<file path="config.mk">
export PLATFORM = sky130hd
export DESIGN_NAME = core_dbg_memi_responder
export DESIGN_NICKNAME = d
export VERILOG_FILES = /design/src/rtl/core_dbg_pkg.sv /design/src/rtl/dbg_mailbox.sv /design/src/rtl/core_dbg_memi_responder.sv
export SDC_FILE = /design/constraint.sdc
export NUM_CORES = 1
export LEC_CHECK = 0
export ABC_CLOCK_PERIOD_IN_PS = 2200
export BUFFER_PORTS_ARGS = -buffer_cell sky130_fd_sc_hd__buf_2
export CAP_MARGIN = 0
export CORE_MARGIN = 2
export CORE_UTILIZATION = 35
export CTS_CLUSTER_SIZE = 24
export DETAILED_ROUTE_END_ITERATION = 16
export SYNTH_ARGS = -nofsm -noshare
export SYNTH_HDL_FRONTEND = slang
export SYNTH_SLANG_ARGS = --single-unit
</file>
<file path="constraint.sdc">
create_clock -name memi_clk_i -period 2.2 [get_ports memi_clk_i]
set_input_delay 0.33 -clock memi_clk_i [delete_from_list [all_inputs] [get_ports memi_clk_i]]
set_output_delay 0.33 -clock memi_clk_i [all_outputs]
set_load 0.005 [all_outputs]
</file>
<file path="src/rtl/core_dbg_pkg.sv">
// core_dbg_pkg: register map, CTRL/STATUS bit positions and FSM states for the core debug MEMI responder
package core_dbg_pkg;
   localparam int unsigned REG_ID     = 0;
   localparam int unsigned REG_CTRL   = 1;
   localparam int unsigned REG_STATUS = 2;
   localparam int unsigned REG_DTR_TX = 3;
   localparam int unsigned REG_DTR_RX = 4;
   localparam int unsigned REG_INSN   = 5;
   localparam int unsigned CTRL_HALT       = 0;
   localparam int unsigned CTRL_RESUME     = 1;
   localparam int unsigned CTRL_STEP       = 2;
   localparam int unsigned CTRL_CLR_STICKY = 31;
   localparam int unsigned ST_HALTED   = 0;
   localparam int unsigned ST_TX_VALID = 1;
   localparam int unsigned ST_RX_VALID = 2;
   localparam int unsigned ST_TX_OVR   = 3;
   localparam int unsigned ST_INSN_ERR = 4;
   localparam int unsigned ST_RX_TO    = 5;
   typedef enum logic [2:0] {IDLE, SETUP, ACCESS, WAIT_RX, RESP} state_e;
endpackage

</file>
<file path="src/rtl/dbg_mailbox.sv">
// dbg_mailbox: single-entry holding register with valid/ack handshake and sticky overrun flag
// Ports: clk_i/rst_n_i clock and async active-low reset; wr_i/data_i load request; ack_i consumer ack;
//        clr_ovr_i clears overrun; data_o/valid_o held entry; ovr_o set when a load hits a full entry.
module dbg_mailbox #(
   parameter int unsigned DW = 32
) (
   input  logic          clk_i,
   input  logic          rst_n_i,
   input  logic          wr_i,
   input  logic [DW-1:0] data_i,
   input  logic          ack_i,
   input  logic          clr_ovr_i,
   output logic [DW-1:0] data_o,
   output logic          valid_o,
   output logic          ovr_o
);
   logic [DW-1:0] data_q;
   logic          valid_q, ovr_q;
   // An ack landing together with a load frees the entry, so the load wins without overrun.
   always_ff @(posedge clk_i or negedge rst_n_i)
      if (!rst_n_i) begin
         data_q  <= '0;
         valid_q <= 1'b0;
         ovr_q   <= 1'b0;
      end else begin
         if (wr_i && valid_q && !ack_i) ovr_q <= 1'b1;
         else if (wr_i) begin
            data_q  <= data_i;
            valid_q <= 1'b1;
         end else if (ack_i) valid_q <= 1'b0;
         if (clr_ovr_i) ovr_q <= 1'b0;
      end
   assign data_o  = data_q;
   assign valid_o = valid_q;
   assign ovr_o   = ovr_q;
endmodule

</file>
<file path="src/rtl/core_dbg_memi_responder.sv">
// core_dbg_memi_responder: MEMI slave decoding debug-port accesses into a per-core debug register file
// Ports: memi_* APB-like request/response from the debug initiator; core_halted_i / dbg_*_req_o run control;
//        dtr_tx_* debugger->core mailbox; dtr_rx_* core->debugger mailbox; insn_* instruction injection.
module core_dbg_memi_responder
   import core_dbg_pkg::*;
#(
   parameter int unsigned                     MEMI_ADDR_WIDTH  = 5,
   parameter int unsigned                     MEMI_DATA_WIDTH  = 32,
   parameter logic [MEMI_DATA_WIDTH-1:0]      ID_VALUE         = 32'hDC0D_0001,
   parameter int unsigned                     RX_TIMEOUT       = 64,
   parameter logic [MEMI_DATA_WIDTH-1:0]      RX_TIMEOUT_VALUE = 32'hDEAD_DEAD
) (
   input  logic                       memi_clk_i,
   input  logic                       memi_rst_n_i,
   input  logic                       memi_sel_i,
   input  logic [MEMI_ADDR_WIDTH-1:0] memi_addr_i,
   input  logic                       memi_wr_rd_i,
   input  logic [MEMI_DATA_WIDTH-1:0] memi_wdata_i,
   output logic [MEMI_DATA_WIDTH-1:0] memi_rdata_o,
   output logic                       memi_ready_o,
   input  logic                       core_halted_i,
   output logic                       dbg_halt_req_o,
   output logic                       dbg_resume_req_o,
   output logic                       dbg_step_req_o,
   output logic [MEMI_DATA_WIDTH-1:0] dtr_tx_data_o,
   output logic                       dtr_tx_valid_o,
   input  logic                       dtr_tx_ack_i,
   input  logic [MEMI_DATA_WIDTH-1:0] dtr_rx_data_i,
   input  logic                       dtr_rx_valid_i,
   output logic                       dtr_rx_ack_o,
   output logic [MEMI_DATA_WIDTH-1:0] insn_data_o,
   output logic                       insn_valid_o,
   input  logic                       insn_ack_i
);
   localparam int unsigned AW = MEMI_ADDR_WIDTH;
   localparam int unsigned DW = MEMI_DATA_WIDTH;
   localparam int unsigned CW = $clog2(RX_TIMEOUT + 1);
   state_e          state_q;
   logic            sel_q, wr_q, ready_q, halt_q, resume_q, step_q, insn_valid_q, insn_err_q, rx_to_q;
   logic [AW-1:0]   addr_q;
   logic [DW-1:0]   wdata_q, rdata_q, rdata_d, status, insn_data_q;
   logic [CW-1:0]   cnt_q;
   logic            acc_wr, tx_wr, clr_sticky, rx_take, tx_ovr, rx_ack;
   logic [DW-1:0]   unused_rx_data;
   logic            unused_rx_ovr;
   assign acc_wr     = state_q == ACCESS && wr_q;
   assign tx_wr      = acc_wr && addr_q == AW'(REG_DTR_TX);
   assign clr_sticky = acc_wr && addr_q == AW'(REG_CTRL) && wdata_q[CTRL_CLR_STICKY];
   // Core data is taken on the edge into RESP, from ACCESS directly or from WAIT_RX.
   assign rx_take    = dtr_rx_valid_i &&
                       (state_q == WAIT_RX || (state_q == ACCESS && !wr_q && addr_q == AW'(REG_DTR_RX)));
   always_comb begin
      status              = '0;
      status[ST_HALTED]   = core_halted_i;
      status[ST_TX_VALID] = dtr_tx_valid_o;
      status[ST_RX_VALID] = dtr_rx_valid_i;
      status[ST_TX_OVR]   = tx_ovr;
      status[ST_INSN_ERR] = insn_err_q;
      status[ST_RX_TO]    = rx_to_q;
   end
   assign rdata_d = addr_q == AW'(REG_ID)     ? ID_VALUE      :
                    addr_q == AW'(REG_CTRL)   ? DW'(halt_q)   :
                    addr_q == AW'(REG_STATUS) ? status        :
                    addr_q == AW'(REG_DTR_RX) ? dtr_rx_data_i : '0;
   always_ff @(posedge memi_clk_i or negedge memi_rst_n_i)
      if (!memi_rst_n_i) begin
         state_q      <= IDLE;
         sel_q        <= 1'b0;
         wr_q         <= 1'b0;
         addr_q       <= '0;
         wdata_q      <= '0;
         rdata_q      <= '0;
         ready_q      <= 1'b0;
         halt_q       <= 1'b0;
         resume_q     <= 1'b0;
         step_q       <= 1'b0;
         insn_valid_q <= 1'b0;
         insn_data_q  <= '0;
         insn_err_q   <= 1'b0;
         rx_to_q      <= 1'b0;
         cnt_q        <= '0;
      end else begin
         sel_q    <= memi_sel_i;
         ready_q  <= 1'b0;
         resume_q <= 1'b0;
         step_q   <= 1'b0;
         if (core_halted_i) halt_q <= 1'b0;
         if (insn_ack_i) insn_valid_q <= 1'b0;
         if (clr_sticky) begin
            insn_err_q <= 1'b0;
            rx_to_q    <= 1'b0;
         end
         case (state_q)
            // Request fields are only guaranteed for two cycles, so they are captured on the sel edge.
            IDLE: if (memi_sel_i && !sel_q) begin
               addr_q  <= memi_addr_i;
               wr_q    <= memi_wr_rd_i;
               wdata_q <= memi_wdata_i;
               state_q <= SETUP;
            end
            SETUP: state_q <= ACCESS;
            ACCESS: begin
               cnt_q <= '0;
               if (wr_q) begin
                  if (addr_q == AW'(REG_CTRL)) begin
                     resume_q <= wdata_q[CTRL_RESUME];
                     step_q   <= wdata_q[CTRL_STEP];
                     if (wdata_q[CTRL_RESUME]) halt_q <= 1'b0;
                     else if (wdata_q[CTRL_HALT]) halt_q <= 1'b1;
                  end
                  if (addr_q == AW'(REG_INSN)) begin
                     if (core_halted_i && !insn_valid_q) begin
                        insn_data_q  <= wdata_q;
                        insn_valid_q <= 1'b1;
                     end else insn_err_q <= 1'b1;
                  end
                  state_q <= RESP;
                  ready_q <= 1'b1;
               end else if (addr_q == AW'(REG_DTR_RX) && !dtr_rx_valid_i) state_q <= WAIT_RX;
               else begin
                  rdata_q <= rdata_d;
                  state_q <= RESP;
                  ready_q <= 1'b1;
               end
            end
            WAIT_RX: begin
               cnt_q <= cnt_q + 1'b1;
               if (dtr_rx_valid_i || cnt_q == CW'(RX_TIMEOUT - 1)) begin
                  rdata_q <= dtr_rx_valid_i ? dtr_rx_data_i : RX_TIMEOUT_VALUE;
                  if (!dtr_rx_valid_i) rx_to_q <= 1'b1;
                  state_q <= RESP;
                  ready_q <= 1'b1;
               end
            end
            RESP: state_q <= IDLE;
            default: state_q <= IDLE;
         endcase
      end
   dbg_mailbox #(.DW(DW)) u_tx (
      .clk_i    (memi_clk_i),
      .rst_n_i  (memi_rst_n_i),
      .wr_i     (tx_wr),
      .data_i   (wdata_q),
      .ack_i    (dtr_tx_ack_i),
      .clr_ovr_i(clr_sticky),
      .data_o   (dtr_tx_data_o),
      .valid_o  (dtr_tx_valid_o),
      .ovr_o    (tx_ovr)
   );
   // Self-acknowledging: the entry is full only during RESP, which yields the one-cycle core ack.
   dbg_mailbox #(.DW(DW)) u_rx (
      .clk_i    (memi_clk_i),
      .rst_n_i  (memi_rst_n_i),
      .wr_i     (rx_take),
      .data_i   (dtr_rx_data_i),
      .ack_i    (rx_ack),
      .clr_ovr_i(1'b0),
      .data_o   (unused_rx_data),
      .valid_o  (rx_ack),
      .ovr_o    (unused_rx_ovr)
   );
   assign memi_rdata_o     = rdata_q;
   assign memi_ready_o     = ready_q;
   assign dbg_halt_req_o   = halt_q;
   assign dbg_resume_req_o = resume_q;
   assign dbg_step_req_o   = step_q;
   assign dtr_rx_ack_o     = rx_ack;
   assign insn_data_o      = insn_data_q;
   assign insn_valid_o     = insn_valid_q;
endmodule

</file>
==> run_results.csv, run 1 <==
group,metric,value,unit
status,status,"finished, final reports clean",
yosys,synth_top_cell_area_share,62.0,%
worst_setup_path,critPathKind,"reg -> reg",
floorplan,die_x,138,um
placed_design,dp.cells,844,
final_layout,seqCellArea,3880,um2
worst_setup_path,critPathRequiredTime,2560,ps
yosys,synth_edf_count,0,
worst_setup_path,r2r_cells,4,
yosys,netlist_top_cells_area,"dfrtp_1, mux2_2, a22o_1",
worst_setup_path,rr_endpoint,"memi_rdata_o[29]",
clocking,cts_resized,0,
global_routing,grt_pass1_wl,23700,um
clocking,ctsHoldBuffers,1,
clocking,cts_tree,"built",
clocking,clock_latency,420,ps
placed_design,place_area,7540,um2
yosys,yosysMostFrequentCell,"dfrtp_1",
placed_design,port_buffers,179,
routing,first_pass_iters,4,
yosys,async_reset_ff_share,100,%
worst_setup_path,crit_buf_inv,0,
worst_hold_path,hold_class,"in -> reg",
worst_setup_path,cp-end-kind,"register",
yosys,ys_dominant_reg_cell,"dfrtp_1",
routing,num_vias,4334,
sta,layout_setup_ws,105,ps
worst_setup_path,slowest_stage,"or3_1",
worst_setup_path,crit_arrival,2450,ps
flow_run,max-cap-violations,0,
final_layout,multi_input_area,2220,um2
yosys,ys_seq_area_share,62.0,%
routing,viasPerCell,4.94,
global_routing,antenna_found_initial,3,
routing,drcViolationCount,0,
worst_setup_path,rr_startpoint,"addr_q[0]",
power,p_leak,4.20,nW
worst_setup_path,cp_cell_sequence,"or3_1, or3_1, a211oi_4, a22o_1",
final_layout,post-route-util,47.1,%
placed_design,pre_cts_slack,115,ps
clocking,clk_path_buf_depth,2,
yosys,postSynthCellCount,441,
yosys,synth.net_count,519,
worst_setup_path,crit_start,"addr_q[0]",
yosys,yosys.area.top_type,"dfrtp_1",
sta,fin_crit_sh,95.2,%
worst_setup_path,crit_family,"simple AND/OR/NAND/NOR gates",
clocking,clock-sinks,155,
routing,drt_iter0_drc,157,
yosys,syn-mean-instance-area,14.2,um2
final_layout,syn2layout_area_growth,30.9,%
final_layout,final_cells,877,
worst_setup_path,cpMostUsedCell,"or3_1",
floorplan,fp.dieH,138,um
global_routing,grtUsageTotal,16.3,%
floorplan,start_util,35.9,%
final_layout,drive_gt1_share,53.1,%
final_layout,n_fill_cell,1618,
worst_setup_path,startpoint_type,"register",
worst_setup_path,ff2ff_setup_slack,100,ps
sta,grt_setup_unrepaired,"no",
routing,wl_per_cell,16.9,um
worst_setup_path,critical_path.endpoint,"memi_rdata_o[29]",
clocking,cts-htree-levels,4,
final_layout,n_antenna_cell,0,
routing,ant_nets,0,
clocking,clkTransAtPathRegs,60,ps
sta,finalCriticalPeriod,2100,ps
global_routing,gr-total-overflow,0,
yosys,syn_area,6260,um2
sta,worst_pin_slew,530,ps
clocking,cts-buffers-inserted,17,
sta,fin_hold_ws,44.5,ps
global_routing,grt_pass1_vias,4605,
clocking,cts_setup_buffers,0,
sta,finalHoldViolations,0,
sta,relSlewSlack,63.8,%
power,power_density,1180,nW/um2
worst_setup_path,path_max_fanout,9,
sta,final.setup.tns,0,ps
floorplan,core,17400,um2
worst_hold_path,hold_start,"memi_sel_i",
yosys,yosys_warnings,0,
clocking,clockRootBuffer,"clkbuf_16",
floorplan,die_area,19000,um2
power,finalPower,9.69,mW
sta,fmax,477,MHz
yosys,ys_types,51,
global_routing,grt_max_degree,60,
worst_setup_path,max_stage_delay,480,ps
final_layout,stdcell_area,8200,um2
floorplan,rows,48,
placed_design,dp_hpwl,10500,um
worst_setup_path,cp.depth,4,
sta,setup_viol,0,
sta,maxSlewViolCount,0,
power,peakVddDrop,0.601,mV
final_layout,final_nets,717,
yosys,synth_seq_cells,155,
sta,skew,13.8,ps
yosys,synthTopCellsByCount,"dfrtp_1, mux2_2, nand2_1, o21ai_0, inv_1",
placed_design,place.gp.congestion,0.798,
routing,drt_wl_total,14800,um
floorplan,ios,180,
## worst min-delay path by stage
stage,end,slack (ps),depth (start not counted)
after floorplan,addr_q[0],30,0
after global placement,cnt_q[2],270,1
after detailed placement,u_rx.valid_o,270,1
after CTS,sel_q,20,1
after global routing,sel_q,30,1
final,sel_q,40,1
## power breakdown
| group | switching, mW | internal [mW] |
|---|---|---|
| clock network | 1.18 | 1.97 |
| logic | 0.939 | 1.26 |
| registers | 0.626 | 3.72 |
## worst reg2reg max path: cells and delay by family, from the launching register on
family           cells  cell delay (ps)
AND/OR/NAND/NOR      2              860
AO/OA/AOI/OAI        2              710
flip-flops           1              460
## cells by family after synthesis
group	Yosys count	share of synthesized area, %
AOI/OAI and AO/OA	71	8.34
adders and majority gates	1	0.200
buffers and inverters	35	2.68
DFF	155	62.0
muxes	116	20.7
and+or+nand+nor	63	6.12
## state kept, by name, summed over array words and instances, names as in the netlist, 3 cells and up
register      flops
addr_q            5
memi_rdata_o     32
u_tx.data_o      32
cnt_q             7
insn_data_o      32
wdata_q          32
state_q           3
## layout make-up
| cell class | count | share of cell area, % |
|---|---|---|
| Clock buffer | 20 | 5.57 |
| Clock inverter | 12 | 2.26 |
| Inverter | 16 | 0.733 |
| Multi-Input combinational cell | 251 | 27.1 |
| Sequential cell | 155 | 47.3 |
| Tap cell | 225 | 3.44 |
| Timing Repair Buffer | 198 | 13.5 |
## cells in the final DEF, fill, tap and decap left out, types with 2 or more instances in the layout
cell,count
buf_2,178
dfrtp_1,155
mux2_2,106
nand2_1,18
o21ai_0,18
clkbuf_16,17
inv_1,15
buf_4,13
a22o_1,12
a2bb2oi_1,10
nor2_1,9
mux2i_1,9
a21oi_1,7
nand3_1,5
buf_12,5
nand2b_1,4
bufinv_16,4
clkinvlp_4,4
a31o_2,3
o31ai_1,3
nor2b_1,3
and3_1,3
a22oi_1,3
inv_6,3
and4_1,2
or3_1,2
nand3b_1,2
nand4_1,2
a21o_1,2
nor3_1,2
a211o_1,2
clkbuf_8,2
## per-layer routing
metal | part of all wire (%) | track usage (%)
met5 | 0.20 | 0
met4 | 1.2 | 5.05
met3 | 9.2 | 7.17
met2 | 46 | 25.7
met1 | 43 | 20.3
Power figures use the tool's default switching activity.
==> run 2: changes to the inputs <==
Settings changed: CORE_MARGIN 2 to default.
==> run 2 against run 1 <==
Sequential power about the same. Combinational power about the same. Critical path type unchanged. Largest cell class unchanged. Utilization down 0.11 points.
==> run_results.csv, run 2 (synthesis gave the netlist of run 1 again) <==
group,metric,value,unit
floorplan,rows,48,
worst_setup_path,path_max_fanout,9,
routing,drt_iter0_drc,221,
flow_run,max-cap-violations,0,
global_routing,grt_pass1_vias,4542,
placed_design,dp_hpwl,10200,um
final_layout,final_nets,718,
power,switching_share,28.9,%
status,status,"finished, final reports clean",
clocking,clk_path_buf_depth,2,
routing,viasPerCell,4.92,
clocking,cts-htree-levels,4,
worst_hold_path,hold_class,"in -> reg",
clocking,cts-buffers-inserted,17,
worst_setup_path,crit_buf_inv,0,
sta,fin_crit_sh,96.1,%
global_routing,grt_pass1_wl,23700,um
floorplan,die_area,18400,um2
final_layout,final_cell_mix,"buf_2, dfrtp_1, mux2_2",
sta,setup_viol,0,
power,seq_power_share,46.6,%
placed_design,port_buffers,179,
final_layout,syn2layout_area_growth,30.2,%
sta,finalHoldViolations,0,
final_layout,final_cells,879,
final_layout,layout_commonest_cell,"buf_2",
sta,grt_setup_unrepaired,"no",
floorplan,start_util,36.1,%
clocking,clock_latency,410,ps
routing,ant_nets,0,
routing,num_vias,4327,
power,p_leak,4.18,nW
sta,relSlewSlack,63.3,%
worst_setup_path,cp-end-kind,"register",
routing,drt_wl_total,14900,um
placed_design,place.gp.congestion,0.840,
sta,maxSlewViolCount,0,
global_routing,grtUsageTotal,16.8,%
worst_setup_path,startpoint_type,"register",
final_layout,n_fill_cell,1605,
sta,final.setup.tns,0,ps
worst_setup_path,critPathRequiredTime,2550,ps
clocking,clkTransAtPathRegs,60,ps
worst_setup_path,slowest_stage,"a211oi_4",
sta,finalCriticalPeriod,2110,ps
worst_setup_path,ff2ff_setup_slack,90,ps
sta,worst_pin_slew,537,ps
final_layout,drive_gt1_share,52.8,%
placed_design,place_area,7540,um2
final_layout,stdcell_area,8150,um2
worst_setup_path,critPathKind,"reg -> reg",
power,internal_power,6.64,mW
global_routing,antenna_found_initial,1,
routing,drcViolationCount,0,
worst_setup_path,cp_cell_sequence,"or3_1, or3_1, a211oi_4, a22o_1",
sta,skew,9.72,ps
sta,fin_hold_ws,47.6,ps
floorplan,die_x,136,um
floorplan,fp.dieH,136,um
clocking,clockRootBuffer,"clkbuf_16",
worst_setup_path,crit_family,"simple AND/OR/NAND/NOR gates",
sta,fmax,473,MHz
power,clockPowerShare,29.7,%
power,switchingPower,2.70,mW
global_routing,grt_max_degree,90,
power,power_density,1150,nW/um2
clocking,cts_resized,0,
clocking,clock-sinks,155,
worst_setup_path,cpMostUsedCell,"or3_1",
power,peakVddDrop,0.525,mV
floorplan,core,17400,um2
routing,first_pass_iters,6,
floorplan,ios,180,
power,comb_power_share,23.6,%
routing,wl_per_cell,16.9,um
worst_setup_path,max_stage_delay,490,ps
placed_design,dp.cells,844,
global_routing,gr-total-overflow,0,
worst_setup_path,crit_arrival,2460,ps
clocking,cts_tree,"built",
-- run 2: cell count changes in the layout (fill, tap and decap cells not counted), sizes merged --
| cell | before | now |
|---|---|---|
| inv | 18 | 16 |
| diode | 0 | 1 |
| clkbuf | 20 | 24 |
| clkinv | 2 | 5 |
| clkinvlp | 4 | 3 |
| bufinv | 4 | 1 |
-- run 2: worst paths after layout --
check | start | to | depth (start not counted)
worst max-delay path | addr_q[0] | memi_rdata_o[22] | 4
min in group asynchronous | memi_rst_n_i | u_rx.valid_o | 2
worst max register to register | addr_q[0] | memi_rdata_o[22] | 4
worst min register to register | insn_data_o[24] | insn_data_o[24] | 1
max in group asynchronous | memi_rst_n_i | u_tx.data_o[22] | 3
worst min-delay path | memi_sel_i | sel_q | 1
-- run 2: repair_timing --
action / in CTS / in global routing
buffers inserted: 0 / 0
hold endpoints to repair: 47 / 0
hold buffers: 1 / 0
setup endpoints to repair: 0 / 1
-- run 2: metrics by stage --
| stage | utilization (%) | power (mW) | setup slack [ps] |
|---|---|---|---|
| floorplan | - | 5.49 | 184 |
| global placement | 43.5 | 6.50 | 112 |
| detailed placement | 43.5 | 6.64 | 82.9 |
| CTS | 46.8 | 9.47 | 68.4 |
| global route | 46.9 | 9.95 | 1.33 |
| finish | 46.9 | 9.33 | 86.6 |
-- run 2: power groups by stage --
stage               Clock (mW)  Sequential, mW  Combinational [mW]
global route              3.01            4.49                2.45
floorplan                    0            4.28                1.21
CTS                       2.86            4.37                2.24
detailed placement           0            4.41                2.23
finish                    2.78            4.35                2.20
global placement             0            4.34                2.16
-- run 2: cell type report --
type	instances	area [um2]	share of cell area, %
diodes	1	2.50	0.0307
clock buffers	23	478	5.87
clock inverters	9	88.8	1.09
inverters	16	60.1	0.737
multi-input cells	251	2220	27.3
flip-flops and latches	155	3880	47.6
well taps	225	282	3.46
repair buffers	199	1130	13.9
-- run 2: routing by layer --
| layer | track usage (%) | vias up | routed length (um) |
|---|---|---|---|
| li1 | - | 1998 | - |
| met1 | 20.7 | 2179 | 6220 |
| met2 | 26.7 | 136 | 7230 |
| met3 | 6.70 | 14 | 1200 |
| met4 | 5.81 | 0 | 190 |
| met5 | 0 | - | 0 |
==> run 3: changes to the inputs <==
Settings changed: ABC_CLOCK_PERIOD_IN_PS 2200 to default, CORE_ASPECT_RATIO from default to 0.8.
==> run 3 against run 2 <==
Largest power group unchanged. Cell count fell by 0.68%. Critical path depth up 1. Global-route usage increased by 0.43 points. Highest routed layer is now met5. Flip-flop and latch count unchanged. Clock skew down 4.4 ps.
==> run_results.csv, run 3 (synthesis gave the netlist of run 1 again) <==
group,metric,value,unit
status,status,"finished, final reports clean",
worst_setup_path,crit_buf_inv,1,
sta,grt_setup_unrepaired,"no",
worst_hold_path,hold_end,"sel_q",
worst_setup_path,crit_arrival,2350,ps
routing,wl_per_cell,17.0,um
sta,setup_viol,0,
floorplan,die_x,152,um
final_layout,syn2layout_area_growth,29.6,%
clocking,clockRootBuffer,"clkbuf_16",
floorplan,die_area,18400,um2
sta,fmax,487,MHz
worst_setup_path,critPathRequiredTime,2490,ps
global_routing,grtUsageTotal,17.3,%
final_layout,n_fill_cell,1594,
sta,final.setup.tns,0,ps
clocking,cts-buffers-inserted,17,
power,power_density,1160,nW/um2
worst_setup_path,cp_cell_sequence,"nand2b_4, or4_4, nor3_4, buf_12, mux2_2",
power,comb_power_share,23.2,%
worst_hold_path,hold_start,"memi_sel_i",
power,clockPowerShare,30.7,%
worst_setup_path,crit_family,"simple AND/OR/NAND/NOR gates",
clocking,cts-htree-levels,4,
clocking,cts_resized,0,
worst_setup_path,max_stage_delay,510,ps
sta,finalCriticalPeriod,2050,ps
routing,drt_wl_total,14800,um
worst_setup_path,critPathKind,"reg -> reg",
flow_run,max-cap-violations,0,
final_layout,n_antenna_cell,0,
worst_setup_path,rr_endpoint,"u_tx.data_o[22]",
sta,worst_pin_slew,572,ps
global_routing,grt_pass1_wl,23800,um
global_routing,gr-total-overflow,0,
floorplan,ios,180,
worst_setup_path,path_max_fanout,32,
worst_setup_path,r2r_cells,5,
routing,viasPerCell,4.92,
final_layout,multi_input_area,2220,um2
power,switchingPower,2.65,mW
clocking,clock-sinks,155,
worst_setup_path,slowest_stage,"or4_4",
floorplan,fp.dieH,122,um
placed_design,port_buffers,179,
clocking,clkTransAtPathRegs,60,ps
sta,finalHoldViolations,0,
worst_setup_path,rr_startpoint,"state_q[1]",
clocking,cts_setup_buffers,0,
sta,maxSlewViolCount,0,
routing,first_pass_iters,4,
worst_setup_path,cp-end-kind,"register",
global_routing,grt_pass1_vias,4477,
sta,fin_crit_sh,93.3,%
clocking,ctsHoldBuffers,1,
placed_design,dp_hpwl,10300,um
sta,skew,5.34,ps
routing,drcViolationCount,0,
power,finalPower,9.41,mW
placed_design,place.gp.congestion,0.798,
worst_hold_path,holdPathStages,1,
final_layout,seqCellArea,3880,um2
worst_hold_path,hold_class,"in -> reg",
final_layout,layout_commonest_cell,"buf_2",
routing,drt_iter0_drc,137,
placed_design,dp.cells,844,
floorplan,rows,43,
sta,relSlewSlack,61.6,%
global_routing,grt_max_degree,66,
clocking,clk_path_buf_depth,2,
final_layout,final_cell_mix,"buf_2, dfrtp_1, mux2_2",
global_routing,antenna_found_initial,1,
power,seq_power_share,46.1,%
floorplan,core,17400,um2
final_layout,final_cells,873,
worst_setup_path,startpoint_type,"register",
clocking,cts_tree,"built",
final_layout,final_nets,717,
routing,ant_nets,0,
power,switching_share,28.2,%
power,peakVddDrop,0.539,mV
worst_setup_path,ff2ff_setup_slack,150,ps
floorplan,start_util,35.9,%
sta,fin_hold_ws,53.5,ps
clocking,clock_latency,410,ps
power,internal_power,6.76,mW
routing,num_vias,4298,
final_layout,drive_gt1_share,52.6,%
power,p_leak,4.18,nW
run 3: how the worst max path moves through the flow:
stage          slack (ps)                to  startpoint  depth (start not counted)
6_report              150   u_tx.data_o[22]  state_q[1]                          5
5_1_grt                60  memi_rdata_o[29]   addr_q[0]                          4
4_1_cts               140   u_tx.data_o[22]  state_q[1]                          5
3_5_place_dp          150  memi_rdata_o[29]   addr_q[0]                          4
3_3_place_gp          190   u_tx.data_o[21]  state_q[1]                          5
2_1_floorplan         180   u_tx.data_o[10]  state_q[0]                          6
run 3: stage by stage:
stage          setup slack [ps]  area (um2)  utilization (%)
2_1_floorplan               184        6260                -
3_3_place_gp                192        7530             43.2
3_5_place_dp                153        7530             43.2
4_1_cts                     135        8110             46.5
5_1_grt                    60.4        8110             46.5
6_report                    148        8110             46.5
run 3: metal layers:
metal  GRT usage, %  share of wire (%)  routed length, um  up-vias
met4           4.58                1.2                180        2
met1           21.6                 43               6410     2157
met3           7.27                7.8               1160       12
met2           27.5                 48               7060      130
met5              0               0.11                 17        -
li1               -                  -                  -     1997
run 3: final cells by class:
cell class	instances	share of cell area [%]
sequential	155	47.8
tap	225	3.47
clock inverter	8	1.51
multi-input combinational	251	27.4
inverter	16	0.741
clock buffer	20	5.51
timing repair buffer	198	13.5
run 3: power by group through the flow:
stage               clock (mW)  combinational [mW]  sequential, mW
global route              3.10                2.44            4.48
finish                    2.89                2.19            4.33
floorplan                    0                1.21            4.28
global placement             0                2.16            4.32
CTS                       2.97                2.23            4.35
detailed placement           0                2.21            4.39
